===== src/rtl/calc_pkg.sv =====
// calc_pkg: shared constants, state encoding and helpers
// for the calc_n decimal calculator core.
package calc_pkg;

   localparam logic [3:0] CMD_ADD = 4'b1010;
   localparam logic [3:0] CMD_SUB = 4'b1011;
   localparam logic [3:0] CMD_MUL = 4'b1100;
   localparam logic [3:0] CMD_DIV = 4'b1101;
   localparam logic [3:0] CMD_EQ  = 4'b1110;
   localparam logic [3:0] CMD_BS  = 4'b1111;

   localparam logic [1:0] STAT_ERR   = 2'b00;
   localparam logic [1:0] STAT_BUSY  = 2'b01;
   localparam logic [1:0] STAT_READY = 2'b10;

   typedef enum logic [2:0] {
      S_ENTRY_A = 3'b000,
      S_ENTRY_B = 3'b001,
      S_EXEC    = 3'b010,
      S_SHOW    = 3'b011,
      S_ERR     = 3'b100,
      S_HOLD    = 3'b101
   } calc_state_t;

   // Largest displayable value, 10^digits - 1.
   function automatic longint unsigned calc_max(input int digits);
      longint unsigned v;
      v = 1;
      for (int i = 0; i < digits; i++) v = v * 10;
      return v - 1;
   endfunction

endpackage


===== src/rtl/calc_bin2bcd.sv =====
// calc_bin2bcd: sequential double-dabble converter.
// First shift happens on the start edge; done after W cycles.
module calc_bin2bcd
   import calc_pkg::*;
#(
   parameter int W      = 27,
   parameter int DIGITS = 8
) (
   input  logic                  clock,
   input  logic                  reset,
   input  logic                  start,
   input  logic [W-1:0]          bin,
   output logic                  done,
   output logic [4*DIGITS-1:0]   bcd
);

   localparam int CW = $clog2(W + 1);

   logic [4*DIGITS-1:0]   bcd_q;
   logic [W-1:0]          sh_q;
   logic [CW-1:0]         cnt_q;
   logic                  busy_q;
   logic [4*DIGITS-1:0]   src_bcd;
   logic [W-1:0]          src_sh;
   logic [4*DIGITS-1:0]   adj;
   logic [4*DIGITS+W-1:0] cat;
   logic [4*DIGITS+W-1:0] cat_sh;

   // One iteration: add-3 on every digit >= 5, then shift left.
   always_comb begin
      src_bcd = start ? '0 : bcd_q;
      src_sh  = start ? bin : sh_q;
      adj     = '0;
      for (int i = 0; i < DIGITS; i++) begin
         if (src_bcd[4*i +: 4] >= 4'd5)
            adj[4*i +: 4] = src_bcd[4*i +: 4] + 4'd3;
         else
            adj[4*i +: 4] = src_bcd[4*i +: 4];
      end
      cat    = {adj, src_sh};
      cat_sh = cat << 1;
   end

   // Iteration registers; result held until the next start.
   always_ff @(posedge clock or posedge reset) begin
      if (reset) begin
         bcd_q  <= '0;
         sh_q   <= '0;
         cnt_q  <= '0;
         busy_q <= 1'b0;
      end else if (start) begin
         bcd_q  <= cat_sh[4*DIGITS+W-1:W];
         sh_q   <= cat_sh[W-1:0];
         cnt_q  <= CW'(W - 1);
         busy_q <= 1'b1;
      end else if (busy_q && cnt_q != '0) begin
         bcd_q  <= cat_sh[4*DIGITS+W-1:W];
         sh_q   <= cat_sh[W-1:0];
         cnt_q  <= cnt_q - CW'(1);
      end
   end

   assign done = busy_q && (cnt_q == '0);
   assign bcd  = bcd_q;

endmodule


===== src/rtl/calc_n.sv =====
// calc_n: decimal calculator core with multi-cycle mul/div
// and a BCD digit scan after every accepted command.
module calc_n
   import calc_pkg::*;
#(
   parameter int DIGITS = 8,
   parameter int W      = 27
) (
   input  logic                      clock,
   input  logic                      reset,
   input  logic [3:0]                cmd,
   input  logic                      cmd_valid,
   output logic [1:0]                status,
   output logic [3:0]                data,
   output logic [$clog2(DIGITS)-1:0] pos,
   output logic                      disp_we,
   output logic [2:0]                state
);

   localparam int PW = $clog2(DIGITS);
   localparam int CW = $clog2(W + DIGITS + 1);
   localparam int IW = $clog2(W + 1);
   localparam logic [W-1:0]  MAX       = W'(calc_max(DIGITS));
   localparam logic [CW-1:0] SHOW_LAST = CW'(W + DIGITS - 1);
   localparam logic [IW-1:0] ITER_LAST = IW'(W - 1);

   calc_state_t st_q, st_d, tgt_q, tgt_d;
   logic [W-1:0]   acc_q, acc_d, rega_q, rega_d, regb_q, regb_d;
   logic [3:0]     op_q, op_d;
   logic [2*W-1:0] wk_q, wk_d;
   logic [IW-1:0]  it_q, it_d;
   logic [CW-1:0]  sc_q, sc_d;

   logic [W-1:0]   entry_acc;
   logic [W+3:0]   acc10;
   logic           digit_ok;
   logic [W:0]     add_sum;
   logic [W:0]     msum;
   logic [2*W-1:0] mul_nx;
   logic [W:0]     cand;
   logic [W+1:0]   dsub;
   logic [2*W-1:0] div_nx;
   logic [W-1:0]   ex_res;
   logic           ex_bad;
   logic           ex_iter;
   logic           ex_last;

   logic                conv_start;
   logic                conv_done;
   logic [4*DIGITS-1:0] conv_bcd;
   logic                scanning;
   logic [PW-1:0]       scan_pos;

   // Digit entry works on a cleared accumulator when a result is held.
   assign entry_acc = (st_q == S_HOLD) ? '0 : acc_q;
   assign acc10 = ({4'b0, entry_acc} << 3) + ({4'b0, entry_acc} << 1)
                + {{W{1'b0}}, cmd};
   assign digit_ok = acc10 <= {4'b0, MAX};

   // Shift-add multiply step and restoring divide step on wk.
   assign add_sum = {1'b0, rega_q} + {1'b0, regb_q};
   assign msum    = {1'b0, wk_q[2*W-1:W]} + {1'b0, rega_q};
   assign mul_nx  = wk_q[0] ? {msum, wk_q[W-1:1]}
                            : {1'b0, wk_q[2*W-1:1]};
   assign cand    = wk_q[2*W-1:W-1];
   assign dsub    = {1'b0, cand} - {2'b0, regb_q};
   assign div_nx  = (dsub[W+1:W] != 2'b00)
                  ? {cand[W-1:0], wk_q[W-2:0], 1'b0}
                  : {dsub[W-1:0], wk_q[W-2:0], 1'b1};

   // Result and error selection for the operation in EXEC.
   always_comb begin
      ex_res  = '0;
      ex_bad  = 1'b0;
      ex_iter = 1'b0;
      unique case (op_q)
         CMD_SUB: begin
            ex_bad = regb_q > rega_q;
            ex_res = rega_q - regb_q;
         end
         CMD_MUL: begin
            ex_iter = 1'b1;
            ex_bad  = mul_nx > {{W{1'b0}}, MAX};
            ex_res  = mul_nx[W-1:0];
         end
         CMD_DIV: begin
            ex_iter = 1'b1;
            ex_bad  = regb_q == '0;
            ex_res  = div_nx[W-1:0];
         end
         default: begin
            ex_bad = add_sum > {1'b0, MAX};
            ex_res = add_sum[W-1:0];
         end
      endcase
      ex_last = !ex_iter || (it_q == ITER_LAST);
   end

   // Next-state and datapath update logic.
   always_comb begin
      st_d   = st_q;
      tgt_d  = tgt_q;
      acc_d  = acc_q;
      rega_d = rega_q;
      regb_d = regb_q;
      op_d   = op_q;
      wk_d   = wk_q;
      it_d   = it_q;
      sc_d   = sc_q;
      unique case (st_q)
         S_ENTRY_A, S_ENTRY_B, S_HOLD: begin
            if (cmd_valid) begin
               unique case (1'b1)
                  (cmd <= 4'd9): begin
                     acc_d = digit_ok ? acc10[W-1:0] : entry_acc;
                     tgt_d = (st_q == S_ENTRY_B) ? S_ENTRY_B : S_ENTRY_A;
                     st_d  = S_SHOW;
                  end
                  (cmd == CMD_BS): begin
                     acc_d = acc_q / W'(10);
                     tgt_d = (st_q == S_ENTRY_B) ? S_ENTRY_B : S_ENTRY_A;
                     st_d  = S_SHOW;
                  end
                  (cmd == CMD_EQ): begin
                     if (st_q == S_ENTRY_B) begin
                        regb_d = acc_q;
                        it_d   = '0;
                        wk_d   = (op_q == CMD_DIV) ? {{W{1'b0}}, rega_q}
                                                   : {{W{1'b0}}, acc_q};
                        st_d   = S_EXEC;
                     end
                  end
                  default: begin
                     if (st_q == S_ENTRY_B) begin
                        st_d = S_ERR;
                     end else begin
                        rega_d = acc_q;
                        op_d   = cmd;
                        acc_d  = '0;
                        tgt_d  = S_ENTRY_B;
                        st_d   = S_SHOW;
                     end
                  end
               endcase
            end
         end
         S_EXEC: begin
            wk_d = (op_q == CMD_DIV) ? div_nx : mul_nx;
            it_d = it_q + IW'(1);
            if (ex_last) begin
               it_d = '0;
               if (ex_bad) begin
                  st_d = S_ERR;
               end else begin
                  acc_d = ex_res;
                  tgt_d = S_HOLD;
                  st_d  = S_SHOW;
               end
            end
         end
         S_SHOW: begin
            sc_d = sc_q + CW'(1);
            if (sc_q == SHOW_LAST) begin
               sc_d = '0;
               st_d = tgt_q;
            end
         end
         S_ERR: begin
            st_d = S_ERR;
         end
         default: begin
            st_d = S_ENTRY_A;
         end
      endcase
   end

   // State and datapath registers.
   always_ff @(posedge clock or posedge reset) begin
      if (reset) begin
         st_q   <= S_ENTRY_A;
         tgt_q  <= S_ENTRY_A;
         acc_q  <= '0;
         rega_q <= '0;
         regb_q <= '0;
         op_q   <= '0;
         wk_q   <= '0;
         it_q   <= '0;
         sc_q   <= '0;
      end else begin
         st_q   <= st_d;
         tgt_q  <= tgt_d;
         acc_q  <= acc_d;
         rega_q <= rega_d;
         regb_q <= regb_d;
         op_q   <= op_d;
         wk_q   <= wk_d;
         it_q   <= it_d;
         sc_q   <= sc_d;
      end
   end

   assign conv_start = (st_q == S_SHOW) && (sc_q == '0);

   calc_bin2bcd #(
      .W      (W),
      .DIGITS (DIGITS)
   ) u_bcd (
      .clock (clock),
      .reset (reset),
      .start (conv_start),
      .bin   (acc_q),
      .done  (conv_done),
      .bcd   (conv_bcd)
   );

   // Scan runs once conversion is done, one digit per cycle.
   always_comb begin
      scanning = (st_q == S_SHOW) && conv_done && (sc_q != '0);
      scan_pos = PW'(sc_q - CW'(W));
      disp_we  = scanning;
      pos      = scanning ? scan_pos : '0;
      data     = scanning ? conv_bcd[{scan_pos, 2'b00} +: 4] : 4'd0;
   end

   // Handshake status derived from the current state.
   always_comb begin
      status = STAT_READY;
      unique case (st_q)
         S_ERR:          status = STAT_ERR;
         S_EXEC, S_SHOW: status = STAT_BUSY;
         default:        status = STAT_READY;
      endcase
   end

   assign state = st_q;

endmodule


===== config.mk =====
export PLATFORM = sky130hd
export DESIGN_NAME = calc_n
export DESIGN_NICKNAME = d
export VERILOG_FILES = /design/src/rtl/calc_pkg.sv /design/src/rtl/calc_bin2bcd.sv /design/src/rtl/calc_n.sv
export SDC_FILE = /design/constraint.sdc
export NUM_CORES = 1
export LEC_CHECK = 0
export ABC_AREA = 1
export BUFFER_PORTS_ARGS = -buffer_cell sky130_fd_sc_hd__buf_2
export CORE_MARGIN = 2
export CORE_UTILIZATION = 67
export CTS_BUF_LIST = sky130_fd_sc_hd__clkbuf_4
export DETAILED_ROUTE_END_ITERATION = 6
export PLACE_DENSITY = 0.84
export SKIP_CTS_REPAIR_TIMING = 1
export SLEW_MARGIN = 30
export SYNTH_ARGS = -nofsm -noshare
export SYNTH_HDL_FRONTEND = slang
export SYNTH_SLANG_ARGS = --single-unit

===== constraint.sdc =====
create_clock -name clock -period 8.4 [get_ports clock]
set_input_delay 1.68 -clock clock [delete_from_list [all_inputs] [get_ports clock]]
set_output_delay 1.68 -clock clock [all_outputs]
set_load 0.005 [all_outputs]

; Word-level counts from Yosys, hierarchy flattened
; Cells that the tools add are included.
[classes]
add_sub_neg = 18
multipliers = 0
div_mod_pow = 1
n_lt_le_gt_ge = 13
n_eq_ne = 22
shifts = 1
mux = 59
n_bitwise = 2
n_reduce_logical = 27
[ops]
columns = cell, n
row1 = $mux W54, 6
row2 = $mux W27, 10
row3 = $pmux W27 S3, 2
row4 = $pmux W54 S2, 1
row5 = $mux W32, 3
row6 = $add A27 B27 Y28, 2
row7 = $gt A54 B27 Y1 const B, 1
row8 = $pmux W27 S2, 1
row9 = $mux W3, 12
row10 = $ge A4 B3 Y1 const B, 8
row11 = $mux W4, 8
row12 = $shiftx A32 B6 Y4, 1
row13 = $add A30 B28 Y31, 1
row14 = $add A31 B4 Y31, 1
row15 = $le A31 B27 Y1 const B, 1
row16 = $mux W5, 6
row17 = $sub A28 B27 Y29, 1
row18 = $add A4 B2 Y4 const B, 7
row19 = $gt A28 B27 Y1 const B, 1
row20 = $div A27 B4 Y27 const B, 1
row21 = $gt A27 B27 Y1, 1
row22 = $logic_not A27 Y1, 1
row23 = $sub A27 B27 Y27, 1
row24 = $eq A4 B4 Y1 const B, 5
row25 = 35 further kinds, 61
[word_totals]
register_bits = 221
latchBits = 0
ramBits = 0
rom_bits = 0
input_bits = 7
out_inout_bits = 13
word_cells = 156
n_memories = 0

; Longest topological paths before layout
[depth]
word_depth = 9
mapped_depth = 117
depth_no_buf = 116

; By module
; Synthesis repeated with hierarchy kept, for this count alone.
[unflattened]
hier_cells = 3132
hier_area_um2 = 21165.3
[modules_own_cells]
columns = module, n_inst, cells_per_inst, area_each_um2, seq_area_each_um2
row1 = calc_n, 1, 2601, 17382.9, 3878.7
row2 = calc_bin2bcd, 1, 531, 3782.4, 1601.5

; Least setup slack after synthesis
; No wires, ideal clock.
[synth_path]
path_kind = register -> register
startpoint = reg acc_q[24]
endpoint = reg acc_q[0]
setup_time_ns = 0.116
arrival_time_ns = 7.489
required_ns = 8.284
path_slack_ns = 0.794
path_stages_with_launch = 102
path_buffers = 0
synth_period_minus_slack_ns = 7.606
cell_sequence = dfrtp_1 > inv_2 > nand3_1 > nand3_1 > nand2_2 > nand2_4 > nand2_1 > nand3_2 > nand2_2 > nand2_2 > nand2_2 > nand2_2 > clkinv_2 > nand2_2 > nand2_2 > nand2_1 > nand2_2 > clkinv_2 > [... 66 more ...] > nand2_2 > nand2_2 > inv_2 > nand2_4 > nand2_4 > nand2_2 > nand2_2 > inv_2 > nand2_2 > nand2_2 > nand2_1 > nand3_1 > nand2_1 > nand2_1 > nand2_1 > nand2_1 > nand2_1 > nand2_1
[synth_via]
elab_chain_len = 8
word_cells_on_any_way = 9
cone_classes = add/sub: 2 / div: 1 / order compare: 1 / mux: 5
[synth_rtl]
columns = item, line
row1 = "start, declared", calc_n.sv:28  ; logic [W-1:0] acc_q, acc_d, rega_q, rega_d, regb_q, regb_d;
row2 = "start signal, assigned", calc_n.sv:182  ; acc_q <= '0;
row3 = "start signal, assigned", calc_n.sv:192  ; acc_q <= acc_d;
row4 = branches (longest 5 deep; another with $div A27 B4 Y27), --
row5 = $pmux W27 S3 (*), calc_n.sv:113  ; unique case (1'b1)
row6 = $mux W27 (*), calc_n.sv:112  ; if (cmd_valid) begin
row7 = $pmux W27 S2 (*), calc_n.sv:110  ; unique case (st_q)
; Every way passes the cells marked *. The select of a mux whose other input is x is not followed.
; A chain may end at the register's enable or synchronous reset.

; Worst setup path in the final report
[layout_path]
startpoint = reg acc_q[25]
endpoint = reg acc_q[0]
; The elaborated chain is that of the path after synthesis.

==> out/metrics.cfg <==
[worst_setup_path]
max_stage_delay_ns=0.46
r2r_start=acc_q[25]
crit_family=simple AND/OR/NAND/NOR gates
path_class=reg2reg
cp.depth=105
setup.worst_path.start=acc_q[25]
cpMostUsedCell=nand2_4
critPathBufInv=13
r2r_setup_slack_ns=-0.90
rr_worst_depth=105
worstSetupStartpointType=flip-flop
r2r_end=acc_q[0]
critPathRequiredTime_ns=9.07
worstSetupEndpointType=flip-flop
crit_arrival_ns=9.98
path_max_fanout=5
crit_end=acc_q[0]
cp_slowest_cell=dfrtp_2

[routing]
wl_per_cell_um=18.3
drt_iter0_drc=2276
num_vias=22100
wl_met1_um=25300
viasPerCell=6.33
highest_layer=met4
wl_met2_um=29900
wl_um=63900
drc=1
ant_nets=0
met3_length_um=6330
firstDrtPassIters=7

[global_route]
grt_pass1_vias=20700
grtUsageTotal_pct=37.1
grt_max_degree=106
grt_overflow=0
grt_pass1_wl_um=100000
antenna_found_initial=1

[placed_design]
pre_cts_ws_ns=-0.564
portBuffers=19
place_area_um2=21200
placedCellCount=3342
gp_congestion=0.942
dp_hpwl_um=44800

[min_path]
holdCritPathClass=reg2reg

[logic_synthesis]
synth_area_um2=20800
avgSynthCellArea_um2=6.91
ys_async_sr_fraction_pct=100
synth-compound-area-share_pct=22.9
ys.flop_type=dfrtp_1
yosys_register_bits=219
synth_fa_ha_area_share_pct=11.7
ys_types=56
yosysWarnings=0
synth_simple_gate_area_share_pct=25.3
synth_xor_area_share_pct=4.47
seq_area_frac_synth_pct=26.4
synth_cells=3006
synthMuxAreaShare_pct=0
synth_nets=3203
synth_edf_count=0
synth_top_family_by_area=simple AND/OR/NAND/NOR gates

[timing]
setup_violations=4
tightest_slew_ns=1.01
rsz0062_at_grt=yes
finalCriticalPeriod_ns=9.30
layout_setup_ws_ns=-0.902
drv_slew=0
hold_viol_final=0
fmax_ghz=0.108
period_share_pct=111
finClkSkew_ns=0.0508
maxSlewHeadroom_pct=32.4

[status]
outcome=finished with violations
violations=DRC, setup timing

[floorplan]
ios=20
start_util_pct=67.9
fp.coreArea_um2=30600
dieArea_um2=32400
die_w_um=180
fp-row-count=64
die_height_um=180

[finish]
drive_gt1_share_pct=13.6
utilization_pct=74.5
design_area_um2=22800
area_growth_pct=9.63
num-nets-final=3241
final_cell_count_no_fill=3488

[clock_network]
cts_buffers=60
clk_pin_slew_ns=0.07
htreeDepth=2
clockBufferDepth=3
clock_latency_ns=0.80
cts_root_buf=clkbuf_4
cts_tree=built
cts_num_sinks=219

[job]
max_cap_violations=0

==> per-stage QoR <==
stage	TNS [ns]	hold WS, ns
3_5_place_dp	-1.34	0.482
2_1_floorplan	0	0.449
3_3_place_gp	0	0.463
6_report	-2.88	0.499
5_1_grt	-5.11	0.527
4_1_cts	-1.60	0.500
==> flip-flops by register name (all words and copies together) (netlist names) <==
register,count
sc_q,6
u_bcd.busy_q,1
op_q,4
u_bcd.bcd,32
acc_q,27
state,3
regb_q,27
it_q,5
wk_q,54
tgt_q,2
rega_q,27
u_bcd.cnt_q,5
u_bcd.sh_q,26
==> layout by cell type (no fill, tap or decap), drive strengths merged, types with 11 or more instances in the layout <==
cell	Yosys	routed
o211ai	49	49
clkbuf	97	77
nand2	654	654
clkinv	19	43
o31ai	18	18
xnor2	25	25
nor4	16	16
a31oi	22	22
ha	184	184
inv	370	377
nand4	33	33
nor2	209	209
dfrtp	219	219
nor3	23	23
o21bai	11	11
buf	11	84
o22ai	64	64
xor2	81	81
a21oi	226	226
o21ai	375	375
o2111ai	13	13
nand3	203	203
==> cell families (layout without fill, tap and decap cells) <==
| family | count (synthesis) | count (layout) |
|---|---|---|
| AO/OA/AOI/OAI | 837 | 837 |
| flip-flops | 219 | 219 |
| other | 0 | 1 |
| adder cells (fa/ha/maj) | 190 | 190 |
| buffers and inverters | 498 | 583 |
| XOR/XNOR | 106 | 106 |
| AND/OR/NAND/NOR | 1156 | 1156 |
==> cells in the mapped netlist (all sizes together), types with 16 or more instances <==
master	n	area, µm²
xnor2	25	219
a21oi	226	1150
o21ai	375	1890
nand3	203	1130
nor4	16	100
nor2	209	787
dfrtp	219	5480
nand2	654	2800
o31ai	18	135
nand4	33	206
a31oi	22	138
o22ai	64	400
ha	184	2300
nor3	23	115
o211ai	49	368
xor2	81	709
clkbuf	97	384
inv	370	1390
clkinv	19	73.8
==> layout make-up <==
| cell class | instances | area, µm² |
|---|---|---|
| Antenna cell | 1 | 2.50 |
| Clock buffer | 77 | 578 |
| Clock inverter | 32 | 155 |
| Fill cell | 2419 | 7810 |
| Inverter | 390 | 1510 |
| Multi-Input combinational cell | 2289 | 13900 |
| Sequential cell | 219 | 5480 |
| Tap cell | 396 | 495 |
| Timing Repair Buffer | 84 | 612 |
==> routing by layer <==
metal	global-route usage, %	vias up
met1	48.9	10300
li1	-	10400
met4	13.1	0
met3	5.64	221
met2	62.4	1232
met5	0	-
==> tightest hold or removal path: stages, from the launching register on <==
cell and delay, ns:
dfrtp_1 0.34, nand2_1 0.05, o21ai_0 0.07
==> worst min path at each step <==
stage | startpoint | to | slack (ns) | cells past startpoint
after global placement | u_bcd.busy_q | u_bcd.busy_q | 0.46 | 2
after CTS | u_bcd.busy_q | u_bcd.busy_q | 0.50 | 2
after floorplan | u_bcd.busy_q | u_bcd.busy_q | 0.45 | 2
after global routing | op_q[3] | op_q[3] | 0.53 | 1
after detailed placement | u_bcd.busy_q | u_bcd.busy_q | 0.48 | 2
final | u_bcd.sh_q[1] | u_bcd.sh_q[1] | 0.50 | 2
Power is left out: the tool's default activity adds up to more than one toggle a clock period on the data nets, which glitch-free logic cannot reach.
